--- src/rtl/alu_result_stage.sv ---
// alu_result_stage: picks the ALU result, resolves branches/jumps and registers the beat into a 2-entry skid buffer.
// Optional misaligned-target trap enabled by defining ALU_RESULT_MISALIGN_TRAP_EN.
module alu_result_stage #(
   parameter int XLEN       = 32,
   parameter int REG_ADDR_W = 5
) (
   input  logic                  clk,
   input  logic                  rst,
   input  logic                  flush,
   input  logic                  in_valid,
   output logic                  in_ready,
   input  logic [6:0]            in_opcode,
   input  logic [2:0]            in_funct3,
   input  logic [REG_ADDR_W-1:0] in_rd,
   input  logic [XLEN-1:0]       in_pc,
   input  logic [XLEN-1:0]       in_imm,
   input  logic [XLEN-1:0]       in_rs1,
   input  logic [XLEN-1:0]       in_rs2,
   input  logic [XLEN-1:0]       adder_rsv,
   input  logic [XLEN-1:0]       shifter_rsv,
   input  logic [XLEN-1:0]       comparator_rsv,
   output logic                  out_valid,
   input  logic                  out_ready,
   output logic [REG_ADDR_W-1:0] out_rd,
   output logic [XLEN-1:0]       out_wdata,
   output logic                  out_we,
   output logic                  out_redirect,
   output logic [XLEN-1:0]       out_target,
   output logic                  out_trap
);
   typedef struct packed {
      logic [REG_ADDR_W-1:0] rd;
      logic [XLEN-1:0]       wdata;
      logic                  we;
      logic                  redirect;
      logic [XLEN-1:0]       target;
      logic                  trap;
   } beat_t;
   localparam logic [6:0] OP_OP     = 7'b0110011;
   localparam logic [6:0] OP_IMM    = 7'b0010011;
   localparam logic [6:0] OP_LUI    = 7'b0110111;
   localparam logic [6:0] OP_AUIPC  = 7'b0010111;
   localparam logic [6:0] OP_JAL    = 7'b1101111;
   localparam logic [6:0] OP_JALR   = 7'b1100111;
   localparam logic [6:0] OP_BRANCH = 7'b1100011;
   logic            w_eq, w_lt, w_ltu, w_taken, w_accept, w_retire;
   logic [XLEN-1:0] w_pc4, w_sel;
   beat_t           w_raw, w_new, w_out;
   beat_t           r_main, r_skid;
   logic            r_main_v, r_skid_v;
   always_comb begin
      w_eq    = in_rs1 == in_rs2;
      w_lt    = $signed(in_rs1) < $signed(in_rs2);
      w_ltu   = in_rs1 < in_rs2;
      w_taken = (in_funct3 == 3'b000) ? w_eq :
                (in_funct3 == 3'b001) ? !w_eq :
                (in_funct3 == 3'b100) ? w_lt :
                (in_funct3 == 3'b101) ? !w_lt :
                (in_funct3 == 3'b110) ? w_ltu :
                (in_funct3 == 3'b111) ? !w_ltu : 1'b0;
      w_sel   = (in_funct3 inside {3'b001, 3'b101}) ? shifter_rsv :
                (in_funct3 inside {3'b010, 3'b011}) ? comparator_rsv : adder_rsv;
      w_pc4   = in_pc + XLEN'(4);
      w_raw   = '0;
      w_raw.rd = in_rd;
      case (in_opcode)
         OP_OP, OP_IMM: w_raw.wdata = w_sel;
         OP_LUI:        w_raw.wdata = in_imm;
         OP_AUIPC:      w_raw.wdata = adder_rsv;
         OP_JAL: begin
            w_raw.wdata    = w_pc4;
            w_raw.target   = adder_rsv;
            w_raw.redirect = 1'b1;
         end
         OP_JALR: begin
            w_raw.wdata    = w_pc4;
            w_raw.target   = {adder_rsv[XLEN-1:1], 1'b0};
            w_raw.redirect = 1'b1;
         end
         OP_BRANCH: begin
            w_raw.target   = in_pc + in_imm;
            w_raw.redirect = w_taken;
         end
         default: w_raw.wdata = '0;
      endcase
      w_raw.we = (in_opcode inside {OP_OP, OP_IMM, OP_LUI, OP_AUIPC, OP_JAL, OP_JALR}) && |in_rd;
   end
`ifdef ALU_RESULT_MISALIGN_TRAP_EN
   // A misaligned redirect becomes a trap: no write, no redirect, target kept for the handler.
   always_comb begin
      w_new      = w_raw;
      w_new.trap = w_raw.redirect && |w_raw.target[1:0];
      if (w_new.trap) begin
         w_new.we       = 1'b0;
         w_new.redirect = 1'b0;
      end
   end
`else
   assign w_new = w_raw;
`endif
   assign in_ready = !r_skid_v;
   assign w_accept = in_valid && in_ready;
   assign w_retire = r_main_v && out_ready;
   always_ff @(posedge clk) begin
      if (rst || flush) begin
         r_main_v <= 1'b0;
         r_skid_v <= 1'b0;
         r_main   <= '0;
         r_skid   <= '0;
      end else if (!r_main_v || w_retire) begin
         if (r_skid_v) begin
            r_main   <= r_skid;
            r_skid_v <= 1'b0;
         end else begin
            r_main_v <= w_accept;
            if (w_accept) r_main <= w_new;
         end
      end else if (w_accept) begin
         r_skid   <= w_new;
         r_skid_v <= 1'b1;
      end
   end
   assign w_out        = r_main_v ? r_main : '0;
   assign out_valid    = r_main_v;
   assign out_rd       = w_out.rd;
   assign out_wdata    = w_out.wdata;
   assign out_we       = w_out.we;
   assign out_redirect = w_out.redirect;
   assign out_target   = w_out.target;
   assign out_trap     = w_out.trap;
endmodule

--- config.mk ---
export PLATFORM = sky130hd
export DESIGN_NAME = alu_result_stage
export DESIGN_NICKNAME = d
export VERILOG_FILES = /design/src/rtl/alu_result_stage.sv
export SDC_FILE = /design/constraint.sdc
export NUM_CORES = 1
export LEC_CHECK = 0
export ABC_AREA = 0
export ABC_CLOCK_PERIOD_IN_PS = 2700
export BUFFER_PORTS_ARGS = -buffer_cell sky130_fd_sc_hd__buf_2
export CORE_MARGIN = 10
export CORE_UTILIZATION = 49
export CTS_BUF_LIST = sky130_fd_sc_hd__clkbuf_4
export CTS_CLUSTER_DIAMETER = 40
export DETAILED_ROUTE_END_ITERATION = 8
export GPL_TIMING_DRIVEN = 0
export HOLD_SLACK_MARGIN = 0.12
export PLACE_DENSITY = 0.82
export SETUP_SLACK_MARGIN = 0.2
export SLEW_MARGIN = 25
export SYNTH_ARGS = -nofsm -noshare
export SYNTH_HDL_FRONTEND = slang
export SYNTH_SLANG_ARGS = --single-unit
export TNS_END_PERCENT = 1
--- constraint.sdc ---
create_clock -name clk -period 2.7 [get_ports clk]
set_input_delay 0.54 -clock clk [delete_from_list [all_inputs] [get_ports clk]]
set_output_delay 0.54 -clock clk [all_outputs]
set_load 0.05 [all_outputs]
==> results of run 1 <==
## where the power goes
group          total [mW]  internal [mW]  switching [mW]
sequential           2.15           2.14         0.00859
clock                1.41          0.634           0.774
combinational        1.29          0.498           0.794
total                4.85           3.27            1.58
## through the flow
step           power [mW]  util [%]  area (um^2)
5_1_grt              5.05      60.4        13200
6_report             4.85      60.4        13200
3_3_place_gp         3.43      58.9        12900
3_5_place_dp         3.45      58.9        12900
2_1_floorplan        2.95         -        11000
4_1_cts              4.80      60.3        13200
## worst max-delay path, stage by stage
cell	delay (ns)
sky130_fd_sc_hd__buf_2	0.13
sky130_fd_sc_hd__nor2b_1	0.13
sky130_fd_sc_hd__buf_2	0.21
sky130_fd_sc_hd__buf_4	0.31
sky130_fd_sc_hd__mux2i_1	0.40
sky130_fd_sc_hd__o21ai_0	0.18
sky130_fd_sc_hd__a222oi_1	0.42
sky130_fd_sc_hd__o21ai_0	0.39
sky130_fd_sc_hd__o211ai_1	0.29
sky130_fd_sc_hd__a21oi_1	0.09
## cells in the mapped netlist (all sizes together), types with 41 or more instances
cell | instances | area (um^2)
and2 | 76 | 475
o21ai | 112 | 576
a211oi | 61 | 468
inv | 41 | 154
dfxtp | 144 | 2880
nor2 | 140 | 536
a21oi | 121 | 617
nand3 | 57 | 285
ha | 64 | 801
nand2 | 186 | 698
mux2i | 43 | 430
clkbuf | 77 | 289
## logic make-up (layout without fill, tap and decap cells)
| family | after synthesis | count (layout) | synth area share (%) |
|---|---|---|---|
| AO/OA/AOI/OAI | 444 | 444 | 27.4 |
| flip-flops | 144 | 144 | 26.4 |
| multiplexers | 44 | 44 | 4.04 |
| AND/OR/NAND/NOR | 558 | 558 | 24.4 |
| adder cells (fa/ha/maj) | 65 | 65 | 7.52 |
| XOR/XNOR | 57 | 57 | 4.57 |
| buffers and inverters | 150 | 497 | 5.60 |
| other | 1 | 3 | 0.0343 |
## timing repair
item	4_1_cts	5_1_grt
pin swaps	0	1
gates resized for setup	5	14
endpoints found under the setup margin	92	144
## worst min path at each step
stage / startpoint / end / slack [ns] / cells past startpoint
3_5_place_dp: r_main[52] / r_main[52] / 0.44 / 2
6_report: in_rd[2] / r_skid[69] / 0.23 / 3
2_1_floorplan: r_main[21] / r_main[21] / 0.43 / 2
3_3_place_gp: r_main[62] / r_main[62] / 0.44 / 2
4_1_cts: in_rd[2] / r_skid[69] / 0.22 / 3
5_1_grt: in_rd[2] / r_skid[69] / 0.23 / 3
## cells in the final DEF, fill, tap and decap left out, types with 5 or more instances in the layout
cell / count
sky130_fd_sc_hd__inv_1: 40
sky130_fd_sc_hd__clkbuf_4: 19
sky130_fd_sc_hd__and4_1: 5
sky130_fd_sc_hd__xor2_1: 27
sky130_fd_sc_hd__nand2b_1: 10
sky130_fd_sc_hd__o21ai_0: 100
sky130_fd_sc_hd__mux2i_1: 43
sky130_fd_sc_hd__a211oi_1: 58
sky130_fd_sc_hd__ha_1: 63
sky130_fd_sc_hd__nor2_1: 136
sky130_fd_sc_hd__clkbuf_2: 8
sky130_fd_sc_hd__clkbuf_1: 69
sky130_fd_sc_hd__nor2b_1: 12
sky130_fd_sc_hd__a222oi_1: 7
sky130_fd_sc_hd__and2_1: 76
sky130_fd_sc_hd__o31ai_1: 9
sky130_fd_sc_hd__nand2_1: 186
sky130_fd_sc_hd__o21ai_1: 10
sky130_fd_sc_hd__buf_1: 6
sky130_fd_sc_hd__nor3_1: 22
sky130_fd_sc_hd__a22oi_1: 9
sky130_fd_sc_hd__nand3_1: 56
sky130_fd_sc_hd__a21oi_2: 5
sky130_fd_sc_hd__a22o_1: 16
sky130_fd_sc_hd__xnor2_1: 30
sky130_fd_sc_hd__a21o_1: 20
sky130_fd_sc_hd__dfxtp_1: 144
sky130_fd_sc_hd__a21oi_1: 116
sky130_fd_sc_hd__buf_2: 335
sky130_fd_sc_hd__a221oi_1: 25
sky130_fd_sc_hd__and3_1: 10
sky130_fd_sc_hd__a221o_1: 9
sky130_fd_sc_hd__nand4_1: 18
sky130_fd_sc_hd__o21a_1: 7
sky130_fd_sc_hd__o211ai_1: 12
sky130_fd_sc_hd__clkinv_2: 5
## layout make-up
type | count | area [um^2]
clock inverters | 14 | 146
inverters | 41 | 154
multi-input cells | 1169 | 7510
plain buffers | 109 | 470
well taps | 280 | 350
diodes | 2 | 5.00
flip-flops and latches | 144 | 2880
repair buffers | 315 | 1580
clock buffers | 18 | 135
fillers | 2076 | 8660
## state kept, by name (all words and copies together), names as in the netlist
| name | flops |
|---|---|
| out_valid | 1 |
| r_main | 71 |
| r_skid | 71 |
| r_skid_v | 1 |
## metal layers
metal | track usage, % | wire, um | vias to the layer above
li1 | - | - | 5922
met1 | 38.4 | 18200 | 5900
met2 | 50.4 | 21500 | 786
met3 | 7.67 | 5190 | 125
met4 | 11.6 | 1710 | 0
met5 | 0 | 0 | -
==> insert_results.sql, run 1 <==
INSERT INTO impl_metrics (metric_group, metric, value, unit) VALUES
('synth', 'mappedNetlistNets', '1772', ''),
('place', 'detailedPlace.worstSlack', '-0.602', 'ns'),
('place', 'gp_congestion', '1.04', ''),
('setup_path', 'critPathCaptureType', 'flip-flop', ''),
('sta', 'max_freq', '378', 'MHz'),
('floorplanning', 'die_w', '169', 'um'),
('sta', 'whs', '0.235', 'ns'),
('sta', 'finalSetupTns', '0', 'ns'),
('grt', 'initial_antenna_violation_count', '2', ''),
('sta', 'layout_min_cycle_time', '2.65', 'ns'),
('flow_run', 'cap_viol_max_count', '0', ''),
('place', 'place.port_buffers', '315', ''),
('clocking', 'cts_htree_levels', '4', ''),
('grt', 'grt_start_max_net_pins', '17', ''),
('setup_path', 'r2r_end', 'r_main[27]', ''),
('grt', 'grt.overflow.total', '0', ''),
('floorplanning', 'initial_core_util', '49.9', '%'),
('clocking', 'tritoncts.num_buffers', '17', ''),
('grt', 'grt_pass1_vias', '12400', ''),
('setup_path', 'setup.worst_path.end', 'r_main[45]', ''),
('floorplanning', 'floorplan.die_area', '0.0287', 'mm^2'),
('routing', 'routed_wirelength', '46.5', 'mm'),
('sta', 'clock_skew', '0.0240', 'ns'),
('place', 'detailedPlacementHpwl', '38.3', 'mm'),
('worst_hold_path', 'hold_path.class', 'primary input to flip-flop', ''),
('routing', 'drtPass1Iterations', '8', ''),
('routing', 'post_route_ant_nets', '0', ''),
('power', 'irDropWorstVdd', '0.261', 'mV'),
('floorplanning', 'io-pin-count', '318', ''),
('synth', 'synthArstFlopShare', '0', '%'),
('synth', 'synth_edf_count', '0', ''),
('grt', 'grt_pass1_wl', '70.3', 'mm'),
('power', 'total_leakage_power', '5.57', 'nW'),
('grt', 'grtUsageTotal', '30.9', '%'),
('routing', 'drc_markers', '0', ''),
('synth', 'synth-main-ff-cell', 'sky130_fd_sc_hd__dfxtp_1', ''),
('setup_path', 'startpoint_type', 'primary input', ''),
('clocking', 'clk_pin_slew_worst_paths', '0.13', 'ns'),
('floorplanning', 'area_of_the_core_region', '0.0219', 'mm^2'),
('clocking', 'tritoncts_num_sinks', '144', ''),
('synth', 'synth_seq_area_share', '26.4', '%'),
('routing', 'dr_total_vias', '12700', ''),
('sta', 'post-route-period-util', '98.0', '%'),
('sta', 'slew_viols_final', '0', ''),
('clocking', 'cts_tree', 'built', ''),
('synth', 'synth_warnings', '0', ''),
('sta', 'slew_limit_headroom', '33.3', '%'),
('setup_path', 'worst_setup_path_startpoint', 'in_funct3[1]', ''),
('clocking', 'clockRootBuffer', 'sky130_fd_sc_hd__clkbuf_4', ''),
('synth', 'post_synth_instance_area', '0.0109', 'mm^2'),
('routing', 'wl_per_cell', '22.2', 'um'),
('power', 'cell_area_power_density', '367', 'mW/mm^2'),
('status', 'status', 'completed', ''),
('setup_path', 'reg2regPathDepth', '6', ''),
('setup_path', 'timing.rr.start', 'r_skid_v', ''),
('sta', 'final_critical_path_setup_slack', '0.0531', 'ns'),
('setup_path', 'crit_fanout', '10', ''),
('setup_path', 'critPathArrivalTime', '3.10', 'ns'),
('synth', 'syn-mean-instance-area', '7.46', 'um^2'),
('sta', 'timing.final.hold_violations', '0', ''),
('finish', 'areaGrowthSynthToFinish', '21.2', '%'),
('finish', 'post_layout_nonfiller_instances', '2092', ''),
('clocking', 'cts_hold_repair.buffers', '0', ''),
('clocking', 'cts_setup_buffers', '0', ''),
('sta', 'setup_viol', '0', ''),
('routing', 'vias_per_cell', '6.09', ''),
('sta', 'rsz0062_at_grt', 'yes', ''),
('setup_path', 'setup.worst_path.class', 'primary input to flip-flop', ''),
('clocking', 'clockBufferDepth', '2', ''),
('floorplanning', 'std_cell_rows', '54', ''),
('sta', 'max_slew.worst_pin.slew', '1.00', 'ns'),
('setup_path', 'r2r_setup_slack', '0.20', 'ns'),
('setup_path', 'timing.critical_path.required', '3.15', 'ns'),
('floorplanning', 'die-height', '169', 'um'),
('synth', 'synth.lib_cells_used.distinct', '82', ''),
('clocking', 'worstSkewPairLatency', '0.56', 'ns'),
('place', 'dp_cells', '2058', ''),
('finish', 'finalNetCount', '2106', ''),
('routing', 'violation_count_after_the_first_detailed_routing_iteration', '1410', ''),
('synth', 'synth_seq_cells', '144', ''),
('finish', 'drive_gt1_share', '23.4', '%'),
('synth', 'instance_count_of_the_mapped_netlist', '1463', '');
No activity file was read; power rests on OpenSTA's default activity.
==> run 2, diff against run 1 <==
--- a/config.mk
+++ b/config.mk
@@ -15,7 +15,7 @@
 export DETAILED_ROUTE_END_ITERATION = 8
 export GPL_TIMING_DRIVEN = 0
 export HOLD_SLACK_MARGIN = 0.12
-export PLACE_DENSITY = 0.82
+export PLACE_DENSITY_LB_ADDON = 0.25
 export SETUP_SLACK_MARGIN = 0.2
 export SLEW_MARGIN = 25
 export SYNTH_ARGS = -nofsm -noshare
==> run 2 against run 1 <==
Sequential power hardly changed. Cell count stayed put. Largest cell class unchanged. Flip-flop and latch count stayed put. Via count is 1.0% lower. Worst hold slack better by 0.0094 ns. Count of clock-buffer cells in the layout is 1 lower. Combinational power hardly changed.
==> insert_results.sql, run 2 (synthesized netlist as in run 1, its figures left out) <==
INSERT INTO impl_metrics (metric_group, metric, value, unit) VALUES
('setup_path', 'setup.worst_path.class', 'primary input to flip-flop', ''),
('routing', 'drc_markers', '0', ''),
('floorplanning', 'initial_core_util', '49.9', '%'),
('setup_path', 'critPathCaptureType', 'flip-flop', ''),
('finish', 'finalNetCount', '2106', ''),
('place', 'place.port_buffers', '315', ''),
('sta', 'final_critical_path_setup_slack', '0.0524', 'ns'),
('sta', 'finalSetupTns', '0', 'ns'),
('setup_path', 'crit_fanout', '10', ''),
('finish', 'final_cell_mix', 'sky130_fd_sc_hd__buf_2 (334), sky130_fd_sc_hd__nand2_1 (186), sky130_fd_sc_hd__dfxtp_1 (144)', ''),
('clocking', 'cts_setup_buffers', '0', ''),
('grt', 'grtUsageTotal', '30.6', '%'),
('grt', 'initial_antenna_violation_count', '4', ''),
('sta', 'whs', '0.244', 'ns'),
('grt', 'grt_pass1_wl', '69.6', 'mm'),
('sta', 'slew_viols_final', '0', ''),
('setup_path', 'startpoint_type', 'primary input', ''),
('sta', 'setup_viol', '0', ''),
('clocking', 'tritoncts_num_sinks', '144', ''),
('routing', 'wl_per_cell', '22.3', 'um'),
('grt', 'grt_pass1_vias', '12100', ''),
('finish', 'ff_latch_area', '0.00288', 'mm^2'),
('grt', 'grt_start_max_net_pins', '17', ''),
('routing', 'vias_per_cell', '6.03', ''),
('sta', 'clock_skew', '0.0130', 'ns'),
('floorplanning', 'floorplan.die_area', '0.0287', 'mm^2'),
('clocking', 'tritoncts.num_buffers', '17', ''),
('place', 'detailedPlace.worstSlack', '-0.561', 'ns'),
('flow_run', 'cap_viol_max_count', '0', ''),
('power', 'total_leakage_power', '5.62', 'nW'),
('clocking', 'worstSkewPairLatency', '0.55', 'ns'),
('grt', 'grt.overflow.total', '0', ''),
('clocking', 'cts_htree_levels', '4', ''),
('worst_hold_path', 'hold_path.class', 'primary input to flip-flop', ''),
('sta', 'rsz0062_at_grt', 'yes', ''),
('sta', 'max_slew.worst_pin.slew', '0.957', 'ns'),
('clocking', 'clockRootBuffer', 'sky130_fd_sc_hd__clkbuf_4', ''),
('finish', 'multi_input_comb_area', '0.00757', 'mm^2'),
('routing', 'dr_total_vias', '12600', ''),
('power', 'cell_area_power_density', '365', 'mW/mm^2'),
('clocking', 'clk_pin_slew_worst_paths', '0.12', 'ns'),
('finish', 'biggestRegsByFlops', 'r_main: 71 flops, r_skid: 71 flops', ''),
('place', 'detailedPlacementHpwl', '38.3', 'mm'),
('finish', 'drive_gt1_share', '24.4', '%'),
('setup_path', 'r2r_setup_slack', '0.42', 'ns'),
('clocking', 'clockBufferDepth', '2', ''),
('floorplanning', 'area_of_the_core_region', '0.0219', 'mm^2'),
('setup_path', 'timing.critical_path.required', '3.13', 'ns'),
('routing', 'drtPass1Iterations', '8', ''),
('sta', 'post-route-period-util', '98.1', '%'),
('finish', 'areaGrowthSynthToFinish', '21.9', '%'),
('routing', 'violation_count_after_the_first_detailed_routing_iteration', '1461', ''),
('routing', 'post_route_ant_nets', '0', ''),
('power', 'report.power.total', '4.85', 'mW'),
('floorplanning', 'io-pin-count', '318', ''),
('routing', 'routed_wirelength', '46.7', 'mm'),
('sta', 'layout_min_cycle_time', '2.65', 'ns'),
('setup_path', 'critPathArrivalTime', '3.07', 'ns'),
('floorplanning', 'die_w', '169', 'um'),
('sta', 'max_freq', '378', 'MHz'),
('status', 'status', 'completed', ''),
('place', 'gp_congestion', '1.01', ''),
('finish', 'mostFrequentLayoutCell', 'sky130_fd_sc_hd__buf_2', ''),
('power', 'irDropWorstVdd', '0.309', 'mV'),
('floorplanning', 'std_cell_rows', '54', ''),
('sta', 'timing.final.hold_violations', '0', ''),
('finish', 'n_fill_cell', '2138', ''),
('clocking', 'cts_tree', 'built', ''),
('floorplanning', 'die-height', '169', 'um'),
('sta', 'slew_limit_headroom', '36.2', '%'),
('finish', 'final_core_utilization', '60.8', '%');
==> run 2: layout make-up <==
class	count	area share, %
Tap cell	280	2.63
Clock inverter	14	1.12
Antenna cell	3	0.0564
Buffer	109	3.65
Sequential cell	144	21.7
Clock buffer	17	0.959
Inverter	41	1.16
Timing Repair Buffer	315	11.9
Multi-Input combinational cell	1169	56.9
==> run 2: final timing paths <==
kind,from,end,cells past startpoint
setup / recovery,in_opcode[2],r_main[52],9
hold / removal,in_rd[0],r_skid[67],3
setup reg to reg,r_skid_v,r_main[22],6
hold reg to reg,r_main[59],r_main[59],2
==> run 2: worst max-delay path, cell delays in order <==
cell	delay, ns
sky130_fd_sc_hd__clkbuf_1	0.33
sky130_fd_sc_hd__nand2b_1	0.16
sky130_fd_sc_hd__buf_2	0.33
sky130_fd_sc_hd__clkbuf_1	0.51
sky130_fd_sc_hd__o21ai_0	0.20
sky130_fd_sc_hd__a221oi_1	0.53
sky130_fd_sc_hd__o21ai_0	0.27
sky130_fd_sc_hd__nand2_1	0.13
sky130_fd_sc_hd__a21oi_1	0.07
==> run 2: through the flow <==
stage / std cells / cell area (um^2)
2_1_floorplan: 1463 / 11000
3_3_place_gp: 2058 / 12900
3_5_place_dp: 2058 / 12900
4_1_cts: 2089 / 13200
5_1_grt: 2092 / 13300
6_report: 2092 / 13300
==> run 2: routing by layer <==
| metal | global-route usage [%] | vias up | wire (um) |
|---|---|---|---|
| li1 | - | 5920 | - |
| met1 | 38.7 | 5869 | 18600 |
| met2 | 49.8 | 707 | 21500 |
| met3 | 7.43 | 108 | 4890 |
| met4 | 11.0 | 2 | 1640 |
| met5 | 0 | - | 20 |
==> run 2: timing repair <==
action,CTS,global route
hold buffers,0,0
endpoints found under the hold margin,0,0
pin swaps,0,16
resized for setup,5,55
endpoints found under the setup margin,87,123
==> run 2: power by group <==
part           internal, mW  leakage, nW  switching (mW)
Combinational         0.506         4.31           0.807
Clock                 0.618        0.147           0.773
Sequential             2.14         1.16         0.00834
==> run 3, diff against run 2 <==
--- a/config.mk
+++ b/config.mk
@@ -7,12 +7,12 @@
 export LEC_CHECK = 0
 export ABC_AREA = 0
 export ABC_CLOCK_PERIOD_IN_PS = 2700
-export BUFFER_PORTS_ARGS = -buffer_cell sky130_fd_sc_hd__buf_2
 export CORE_MARGIN = 10
-export CORE_UTILIZATION = 49
+export CORE_UTILIZATION = 61
 export CTS_BUF_LIST = sky130_fd_sc_hd__clkbuf_4
 export CTS_CLUSTER_DIAMETER = 40
 export DETAILED_ROUTE_END_ITERATION = 8
+export DONT_BUFFER_PORTS = 1
 export GPL_TIMING_DRIVEN = 0
 export HOLD_SLACK_MARGIN = 0.12
 export PLACE_DENSITY_LB_ADDON = 0.25
==> run 3 against run 2 <==
Cell count shrank 17%. Highest routed layer unchanged. Sequential power is essentially flat. Via count shrank 7.3%. Maximum frequency grew 0.74%. Largest cell class unchanged. First-iteration DRC count grew 16%. Non-clock buffer count shrank 307. Global-route usage grew 4.4 points. Wire length shrank 4.5%. Sequential share of layout area grew 2.8 points. Register-to-register slack lost 0.21 ns. Core utilization grew 7.0 points. Flip-flop and latch count is the same.
==> insert_results.sql, run 3 (synthesized netlist as in run 1, its figures left out) <==
INSERT INTO impl_metrics (metric_group, metric, value, unit) VALUES
('status', 'status', 'completed', ''),
('floorplanning', 'die-height', '154', 'um'),
('clocking', 'tritoncts_num_sinks', '144', ''),
('routing', 'routed_wirelength', '44.6', 'mm'),
('place', 'gp_congestion', '1.02', ''),
('floorplanning', 'floorplan.die_area', '0.0237', 'mm^2'),
('floorplanning', 'std_cell_rows', '48', ''),
('routing', 'dr_total_vias', '11700', ''),
('power', 'total_leakage_power', '4.36', 'nW'),
('finish', 'finalNetCount', '1799', ''),
('floorplanning', 'die_w', '154', 'um'),
('grt', 'grt_pass1_wl', '65.7', 'mm'),
('sta', 'timing.final.hold_violations', '0', ''),
('place', 'detailedPlacementHpwl', '36.4', 'mm'),
('routing', 'violation_count_after_the_first_detailed_routing_iteration', '1692', ''),
('power', 'report.power.total', '4.64', 'mW'),
('grt', 'initial_antenna_violation_count', '2', ''),
('power', 'cell_area_power_density', '393', 'mW/mm^2'),
('grt', 'grt.overflow.total', '0', ''),
('flow_run', 'cap_viol_max_count', '0', ''),
('setup_path', 'crit_fanout', '10', ''),
('sta', 'setup_viol', '0', ''),
('routing', 'post_route_ant_nets', '0', ''),
('finish', 'post_layout_nonfiller_instances', '1729', ''),
('finish', 'final_cell_mix', 'sky130_fd_sc_hd__nand2_1 (186), sky130_fd_sc_hd__dfxtp_1 (143), sky130_fd_sc_hd__nor2_1 (137)', ''),
('place', 'place.port_buffers', '0', ''),
('clocking', 'tritoncts.num_buffers', '17', ''),
('finish', 'n_fill_cell', '1569', ''),
('routing', 'drc_markers', '0', ''),
('sta', 'layout_min_cycle_time', '2.63', 'ns'),
('finish', 'areaGrowthSynthToFinish', '8.19', '%'),
('sta', 'post-route-period-util', '97.3', '%'),
('sta', 'slew_limit_headroom', '38.0', '%'),
('setup_path', 'timing.critical_path.required', '3.20', 'ns'),
('clocking', 'cts_setup_buffers', '0', ''),
('clocking', 'clk_pin_slew_worst_paths', '0.14', 'ns'),
('sta', 'max_slew.worst_pin.slew', '0.930', 'ns'),
('routing', 'vias_per_cell', '6.76', ''),
('routing', 'wl_per_cell', '25.8', 'um'),
('floorplanning', 'area_of_the_core_region', '0.0174', 'mm^2'),
('grt', 'grt_pass1_vias', '10800', ''),
('sta', 'max_freq', '381', 'MHz'),
('power', 'irDropWorstVdd', '0.337', 'mV'),
('setup_path', 'startpoint_type', 'primary input', ''),
('sta', 'slew_viols_final', '0', ''),
('worst_hold_path', 'hold_path.class', 'primary input to flip-flop', ''),
('grt', 'grtUsageTotal', '35.1', '%'),
('setup_path', 'critPathArrivalTime', '3.13', 'ns'),
('clocking', 'clockRootBuffer', 'sky130_fd_sc_hd__clkbuf_4', ''),
('clocking', 'clockBufferDepth', '2', ''),
('setup_path', 'setup.worst_path.class', 'primary input to flip-flop', ''),
('routing', 'drtPass1Iterations', '6', ''),
('floorplanning', 'io-pin-count', '318', ''),
('finish', 'mostFrequentLayoutCell', 'sky130_fd_sc_hd__nand2_1', ''),
('clocking', 'worstSkewPairLatency', '0.57', 'ns'),
('finish', 'drive_gt1_share', '12.2', '%'),
('floorplanning', 'initial_core_util', '62.7', '%'),
('sta', 'clock_skew', '0.0165', 'ns'),
('sta', 'rsz0062_at_grt', 'yes', ''),
('clocking', 'cts_htree_levels', '4', ''),
('grt', 'grt_start_max_net_pins', '17', ''),
('setup_path', 'critPathCaptureType', 'flip-flop', ''),
('place', 'dp_cells', '1690', ''),
('finish', 'biggestRegsByFlops', 'r_main: 71 flops, r_skid: 71 flops', ''),
('clocking', 'cts_tree', 'built', '');
==> run 3: cell count changes in the layout (fill, tap and decap cells not counted), sizes merged <==
cell / previous run / this run
inv: 41 / 42
dlygate4sd3: 0 / 6
diode: 3 / 1
clkbuf: 95 / 94
buf: 346 / 34
==> run 3: worst paths after layout <==
path                  from    endpoint  slack (ns)  depth (start not counted)
min          adder_rsv[26]  r_skid[27]        0.14                          2
max           in_opcode[1]  r_main[52]        0.07                          9
max reg2reg      out_valid  r_skid[28]        0.21                          6
min reg2reg     r_main[56]  r_main[56]        0.46                          2
==> run 3: where the power goes <==
group,total [mW],leakage (nW),switching (mW),internal (mW)
combinational,1.03,3.04,0.651,0.384
clock,1.45,0.159,0.819,0.635
sequential,2.15,1.16,0.0115,2.14
==> run 3: through the flow <==
step	TNS, ns	hold WS, ns	worst slack (ns)	util, %	area (um^2)
detailed placement	-14.49	0.442	-0.459	64.8	11300
CTS	0	0.136	0.0973	67.6	11800
finish	0	0.145	0.0719	67.8	11800
global placement	-13.22	0.432	-0.459	64.6	11300
global route	0	0.129	0.0634	67.8	11800
floorplan	0	0.427	0.160	-	11000
==> run 3: metal layers <==
metal	up-vias	GRT usage (%)	share of wire [%]
met1	5463	42.8	38
met5	-	0	0.029
met2	812	56.8	46
li1	5308	-	-
met4	2	12.3	3.5
met3	105	11.2	13
==> run 3: what timing repair did <==
action / CTS / global route
gates cloned: 0 / 0
hold buffers: 6 / 0
endpoints found under the setup margin: 96 / 114
endpoints found under the hold margin: 6 / 0
gates resized for setup: 109 / 25
==> run 3: critical path, cell delays in order <==
cell and delay, ns:
sky130_fd_sc_hd__nand2_1 0.12, sky130_fd_sc_hd__nor4b_4 0.48, sky130_fd_sc_hd__nand2_1 0.10, sky130_fd_sc_hd__nor2_1 0.52
sky130_fd_sc_hd__buf_2 0.42, sky130_fd_sc_hd__a221oi_1 0.23, sky130_fd_sc_hd__o21ai_0 0.45, sky130_fd_sc_hd__nand2_1 0.13
sky130_fd_sc_hd__a21oi_1 0.15
==> run 3: layout make-up <==
type | instances | area, um^2 | area share, %
timing repair buffer | 8 | 82.6 | 0.699
antenna | 1 | 2.50 | 0.0212
sequential | 144 | 2880 | 24.4
inverter | 41 | 154 | 1.30
tap | 225 | 282 | 2.38
multi-input combinational | 1169 | 7640 | 64.7
clock inverter | 15 | 169 | 1.43
buffer | 109 | 470 | 3.98
clock buffer | 17 | 128 | 1.08
